[src/rtl/wave_sched_pkg.sv]
// rtl/wave_sched_pkg.sv - shared state encodings and default constants for wave_scheduler
package wave_sched_pkg;

    typedef enum logic [2:0] {
        ST_IDLE      = 3'd0,
        ST_COUNTDOWN = 3'd1,
        ST_RUNNING   = 3'd2,
        ST_PAUSED    = 3'd3,
        ST_DONE      = 3'd4
    } sched_state_t;

    localparam int SPAWN_W             = 4;
    localparam int DEF_MAX_SPAWN       = 8;
    localparam int DEF_COUNTDOWN_TICKS = 3;

endpackage

[src/rtl/slow_edge_sync.sv]
// rtl/slow_edge_sync.sv - synchronizer, history register and edge strobe for the slow divided clock (WAVE_SCHED_BOTH_EDGES_EN selects both edges)
module slow_edge_sync #(
    parameter int SYNC_STAGES = 2
) (
    input  logic clk_100MHz,
    input  logic rst,
    input  logic slow_clk_in,
    output logic tick
);

    logic [SYNC_STAGES-1:0] sync_q;
    logic [SYNC_STAGES:0]   prime_q;
    logic                   primed;
    logic                   sync_out;
    logic                   hist;
    logic                   edge_hit;

    assign sync_out = sync_q[SYNC_STAGES-1];
    // Priming completes only once the reset zeros have drained out of the
    // synchronizer, so a level held high through reset never looks like an edge.
    assign primed   = prime_q[SYNC_STAGES];

`ifdef WAVE_SCHED_BOTH_EDGES_EN
    assign edge_hit = sync_out ^ hist;
`else
    assign edge_hit = sync_out & ~hist;
`endif

    // Shift the slow level through the synchronizer and register the edge strobe.
    always_ff @(posedge clk_100MHz or posedge rst) begin
        if (rst) begin
            sync_q  <= '0;
            prime_q <= '0;
            hist    <= 1'b0;
            tick    <= 1'b0;
        end else begin
            sync_q  <= {sync_q[SYNC_STAGES-2:0], slow_clk_in};
            prime_q <= {prime_q[SYNC_STAGES-1:0], 1'b1};
            hist    <= sync_out;
            tick    <= primed & edge_hit;
        end
    end

endmodule

[src/rtl/wave_scheduler.sv]
// rtl/wave_scheduler.sv - game-timing FSM turning slow clock edges into countdown, wave and spawn events (WAVE_SCHED_BOTH_EDGES_EN also counts falling edges)
module wave_scheduler
    import wave_sched_pkg::*;
#(
    parameter int SYNC_STAGES     = 2,
    parameter int COUNTDOWN_TICKS = DEF_COUNTDOWN_TICKS,
    parameter int MAX_WAVE        = 20,
    parameter int MAX_SPAWN       = DEF_MAX_SPAWN,
    parameter int WAVE_W          = 8
) (
    input  logic               clk_100MHz,
    input  logic               rst,
    input  logic               slow_clk_in,
    input  logic               start,
    input  logic               pause,
    input  logic               game_over,
    output logic               tick,
    output logic               spawn_pulse,
    output logic [WAVE_W-1:0]  wave_num,
    output logic [SPAWN_W-1:0] spawn_count,
    output logic [3:0]         countdown_val,
    output logic [2:0]         state
);

    localparam logic [WAVE_W-1:0] MAX_WAVE_W  = WAVE_W'(MAX_WAVE);
    localparam logic [WAVE_W-1:0] MAX_SPAWN_W = WAVE_W'(MAX_SPAWN);
    localparam logic [3:0]        CD_INIT     = 4'(COUNTDOWN_TICKS);

    sched_state_t      st;
    logic              tick_int;
    logic [WAVE_W-1:0] wave_inc;
    logic [WAVE_W-1:0] wave_next;
    logic [WAVE_W-1:0] spawn_clamp;

    slow_edge_sync #(
        .SYNC_STAGES (SYNC_STAGES)
    ) u_sync (
        .clk_100MHz  (clk_100MHz),
        .rst         (rst),
        .slow_clk_in (slow_clk_in),
        .tick        (tick_int)
    );

    assign tick  = tick_int;
    assign state = st;

    // Wave number never wraps; the spawn count follows it up to MAX_SPAWN.
    assign wave_inc    = wave_num + 1'b1;
    assign wave_next   = (wave_num >= MAX_WAVE_W) ? MAX_WAVE_W : wave_inc;
    assign spawn_clamp = (wave_next > MAX_SPAWN_W) ? MAX_SPAWN_W : wave_next;

    // Game FSM: game_over beats start, start beats pause, pause beats tick.
    always_ff @(posedge clk_100MHz or posedge rst) begin
        if (rst) begin
            st            <= ST_IDLE;
            spawn_pulse   <= 1'b0;
            wave_num      <= '0;
            spawn_count   <= '0;
            countdown_val <= '0;
        end else begin
            spawn_pulse <= 1'b0;
            if (game_over && st != ST_IDLE) begin
                st <= ST_DONE;
            end else if (start && (st == ST_IDLE || st == ST_DONE)) begin
                st            <= ST_COUNTDOWN;
                wave_num      <= '0;
                spawn_count   <= '0;
                countdown_val <= CD_INIT;
            end else begin
                case (st)
                    ST_COUNTDOWN: begin
                        if (tick_int) begin
                            countdown_val <= countdown_val - 4'd1;
                            if (countdown_val == 4'd1) begin
                                st <= ST_RUNNING;
                            end
                        end
                    end
                    ST_RUNNING: begin
                        if (pause) begin
                            st <= ST_PAUSED;
                        end else if (tick_int) begin
                            spawn_pulse <= 1'b1;
                            wave_num    <= wave_next;
                            spawn_count <= spawn_clamp[SPAWN_W-1:0];
                            if (wave_next == MAX_WAVE_W) begin
                                st <= ST_DONE;
                            end
                        end
                    end
                    ST_PAUSED: begin
                        if (!pause) begin
                            st <= ST_RUNNING;
                        end
                    end
                    default: ;
                endcase
            end
        end
    end

endmodule

[config.mk]
export PLATFORM = sky130hd
export DESIGN_NAME = wave_scheduler
export DESIGN_NICKNAME = d
export VERILOG_FILES = /design/src/rtl/wave_sched_pkg.sv /design/src/rtl/slow_edge_sync.sv /design/src/rtl/wave_scheduler.sv
export SDC_FILE = /design/constraint.sdc
export NUM_CORES = 1
export LEC_CHECK = 0
export CORE_MARGIN = 2
export CORE_UTILIZATION = 35
export CTS_BUF_LIST = sky130_fd_sc_hd__clkbuf_16
export CTS_CLUSTER_SIZE = 24
export DETAILED_ROUTE_END_ITERATION = 7
export PLACE_DENSITY_LB_ADDON = 0.15
export SYNTH_ARGS = -nofsm -noshare
export SYNTH_HDL_FRONTEND = slang
export SYNTH_SLANG_ARGS = --single-unit
[constraint.sdc]
create_clock -name clk_100MHz -period 3.8 [get_ports clk_100MHz]
set_input_delay 0.38 -clock clk_100MHz [delete_from_list [all_inputs] [get_ports clk_100MHz]]
set_output_delay 0.38 -clock clk_100MHz [all_outputs]
set_load 0.02 [all_outputs]
==> results.ini <==
[status]
outcome = finished, final reports clean

[power_and_ir_drop]
ir_worst_vdd_mv = 0.339
p_clk_share_pct = 30.8
p_leak_nw = 0.764
intPower_mw = 0.543
netSwitchingPower_mw = 0.242
combPwrFrac_pct = 23.6
switching_share_pct = 30.8
seqPwrFrac_pct = 45.6
power_density_nw_per_um2 = 456

[worst_hold_path]
whs_path_depth = 0
hp-class = register to register

[cts]
insertion_delay_ns = 0.26
numCtsBuffers = 3
ctsHoldBuffers = 0
cts-root-buf = clkbuf_16
postCtsResizedCells = 0
cts_buffer_depth = 2
cts_max_level = 1
cts_sinks = 27
cts_tree = done
cts.reportedPaths.clkPinSlew_ns = 0.07
cts_setup_buffers = 0

[critical_path]
critPathMaxStageDelay_ns = 0.69
crit_path_start_kind = register
crit_family = buffers and inverters
critPathBufInv = 1
crit_type = register to output port
cp_max_fo = 11
worstPathArrival_ns = 1.55
crit_slowest_cell = clkdlybuf4s50_1
cp.required_ns = 3.42
endpoint_kind = output port
path_cells = clkdlybuf4s50_1
timing.rr.start = wave_num[0]$_DFFE_PP0P_
crit_start = state[2]$_DFFE_PP0P_
cp.depth = 1
crit_path_end = state[2]
r2r_slack_ns = 1.91
timing.rr.end = spawn_count[3]$_DFFE_PP0P_
rr_worst_depth = 7

[timing]
tightest_slew_ns = 0.961
skew_ns = 0.00680
rsz0062_at_grt = no
finalCritPeriodShare_pct = 50.9
slew_violations = 0
layout_min_cycle_time_ns = 1.93
finalHoldViolCount = 0
setup_viol = 0
fmax_mhz = 517
slew_headroom_pct = 35.8
setup_tns_ns = 0

[global_route]
overflow = 0
grt_usage_pct = 13.5
grt_util_met3_pct = 3.41
top_usage_layer = met2
met2_usage_pct = 22.3
grt_util_met1_pct = 17.4
grt_pass1_vias = 1020
grt_max_degree = 28
grt_pass1_wl_um = 4600
antenna_found_initial = 0

[placed_design]
portBuffers = 26
dp_hpwl_um = 1910
numPlacedInstances = 207
gp_congestion = 0.815

[yosys]
synth_top_family_by_area = simple AND/OR/NAND/NOR gates
ys_types = 40
synthAdderAreaFrac_pct = 3.67
synthFlopType = dfrtp_1
synth_compound_area_share_pct = 14.4
synth_xor_area_share_pct = 3.21
avgSynthCellArea_um2 = 9.74
synth_edf_count = 0
synth_warnings = 0
synth_cells = 140
synth_seq_cells = 27
postSynthNetCount = 150
synth-simple-area-share_pct = 22.2
synth_area_leaders = dfrtp_1, nand2_1, nor2_1, ha_1, o21ai_0
postSynth.asyncResetShare_pct = 100
syn_area_um2 = 1360
synth.top_cell.area_share_pct = 49.5
synth_area_leader_cell = dfrtp_1
seq_area_frac_synth_pct = 49.5
synthMuxAreaShare_pct = 0.826

[layout]
fin_cells = 211
area_growth_pct = 26.2
finalNetCount = 174
drive_gt1_share_pct = 6.13
insertedDiodeCount = 0

[route]
ant_nets = 0
vias_per_cell = 4.88
routedWlPerCell_um = 12.1
dr.pass1.iters = 4
drtIter0Drc = 28
via_count = 1029
drc = 0
routed_wl_um = 2550

[job]
cap_violations = 0

[floorplanning]
ios = 27
fp.dieW_um = 66.4
rows = 22
dieHeight_um = 66.4
design.core.area_um2 = 3720
die_area_um2 = 4410
start_util_pct = 36.7

-- registers in the layout, indices dropped and copies added (netlist names) --
signal,count
u_sync.sync_q,2
u_sync.tick,1
wave_num,8
countdown_val,4
u_sync.hist,1
spawn_count,4
u_sync.prime_q,3
spawn_pulse,1
state,3
-- placed cells by master (no fill, tap or decap), drive strengths merged --
| master | instances |
|---|---|
| nor3b | 3 |
| nand2 | 15 |
| xor2 | 4 |
| or3 | 1 |
| a221oi | 1 |
| nor2b | 2 |
| nor4b | 1 |
| o21ai | 12 |
| a21o | 2 |
| xnor2 | 1 |
| a22oi | 1 |
| clkbuf | 3 |
| conb | 1 |
| nor2 | 14 |
| or2 | 1 |
| mux2 | 1 |
| ha | 4 |
| dfrtp | 27 |
| and2b | 1 |
| clkdlybuf4s50 | 26 |
| o22ai | 1 |
| o31ai | 3 |
| or2b | 2 |
| a221o | 1 |
| nand2b | 2 |
| and2 | 4 |
| and4 | 1 |
| a31oi | 3 |
| a21oi | 6 |
| inv | 10 |
| nand3 | 4 |
| a41oi | 1 |
| a22o | 1 |
| nor3 | 3 |
-- cells in the mapped netlist, types with 3 or more instances --
cell     count
buf_2        4
dfrtp_1     27
o31ai_1      3
o21ai_1      4
xor2_1       4
a31oi_1      3
ha_1         4
and2_1       4
nand2_1     14
inv_1        8
nand3_1      4
o21ai_0      8
nor2_1      14
a21oi_1      6
-- area by class of cell --
cell class,count,area [um^2]
inverter,9,33.8
sequential,27,676
timing repair buffer,26,260
tap,48,60.1
clock buffer,3,75.1
fill,356,1990
clock inverter,1,8.76
multi-input combinational,97,608
-- power groups by stage --
stage	registers [mW]	logic, mW	clock network (mW)
floorplan	0.354	0.148	0
detailed placement	0.363	0.187	0
global placement	0.363	0.185	0
CTS	0.358	0.188	0.249
global route	0.366	0.207	0.262
finish	0.358	0.185	0.242
-- worst min-delay path by stage --
stage,slack (ns),startpoint,end
final,0.35,u_sync.prime_q[1]$_DFF_PP0_,u_sync.prime_q[2]$_DFF_PP0_
after global routing,0.37,u_sync.sync_q[0]$_DFF_PP0_,u_sync.sync_q[1]$_DFF_PP0_
after CTS,0.36,u_sync.prime_q[1]$_DFF_PP0_,u_sync.prime_q[2]$_DFF_PP0_
after detailed placement,0.34,u_sync.prime_q[0]$_DFF_PP0_,u_sync.prime_q[1]$_DFF_PP0_
after global placement,0.34,u_sync.sync_q[0]$_DFF_PP0_,u_sync.sync_q[1]$_DFF_PP0_
after floorplan,0.33,u_sync.prime_q[0]$_DFF_PP0_,u_sync.prime_q[1]$_DFF_PP0_
-- through the flow --
| stage | setup slack [ns] | utilization, % | hold WS, ns | power [mW] | instance area [um^2] |
|---|---|---|---|---|---|
| after floorplan | 2.06 | - | 0.331 | 0.502 | 1360 |
| after global placement | 1.69 | 44.1 | 0.337 | 0.549 | 1640 |
| after detailed placement | 1.60 | 44.1 | 0.336 | 0.551 | 1640 |
| after CTS | 1.86 | 46.3 | 0.357 | 0.796 | 1720 |
| after global routing | 1.73 | 46.3 | 0.368 | 0.835 | 1720 |
| final | 1.87 | 46.3 | 0.353 | 0.786 | 1720 |
-- routing by layer --
layer	share of wire (%)	up-vias	routed length, um
met3	4.2	4	106
met1	48	483	1220
li1	-	519	-
met2	47	23	1180
met5	0	-	0
met4	1.2	0	31
-- kinds of logic (layout without fill, tap and decap cells) --
group	after synthesis	in the layout
XOR/XNOR	5	5
adder cells (fa/ha/maj)	4	4
other	1	1
AND/OR/NAND/NOR	54	54
buffers and inverters	16	39
multiplexers	1	1
AO/OA/AOI/OAI	32	32
flip-flops	27	27
(Power assumes the default switching activity.)
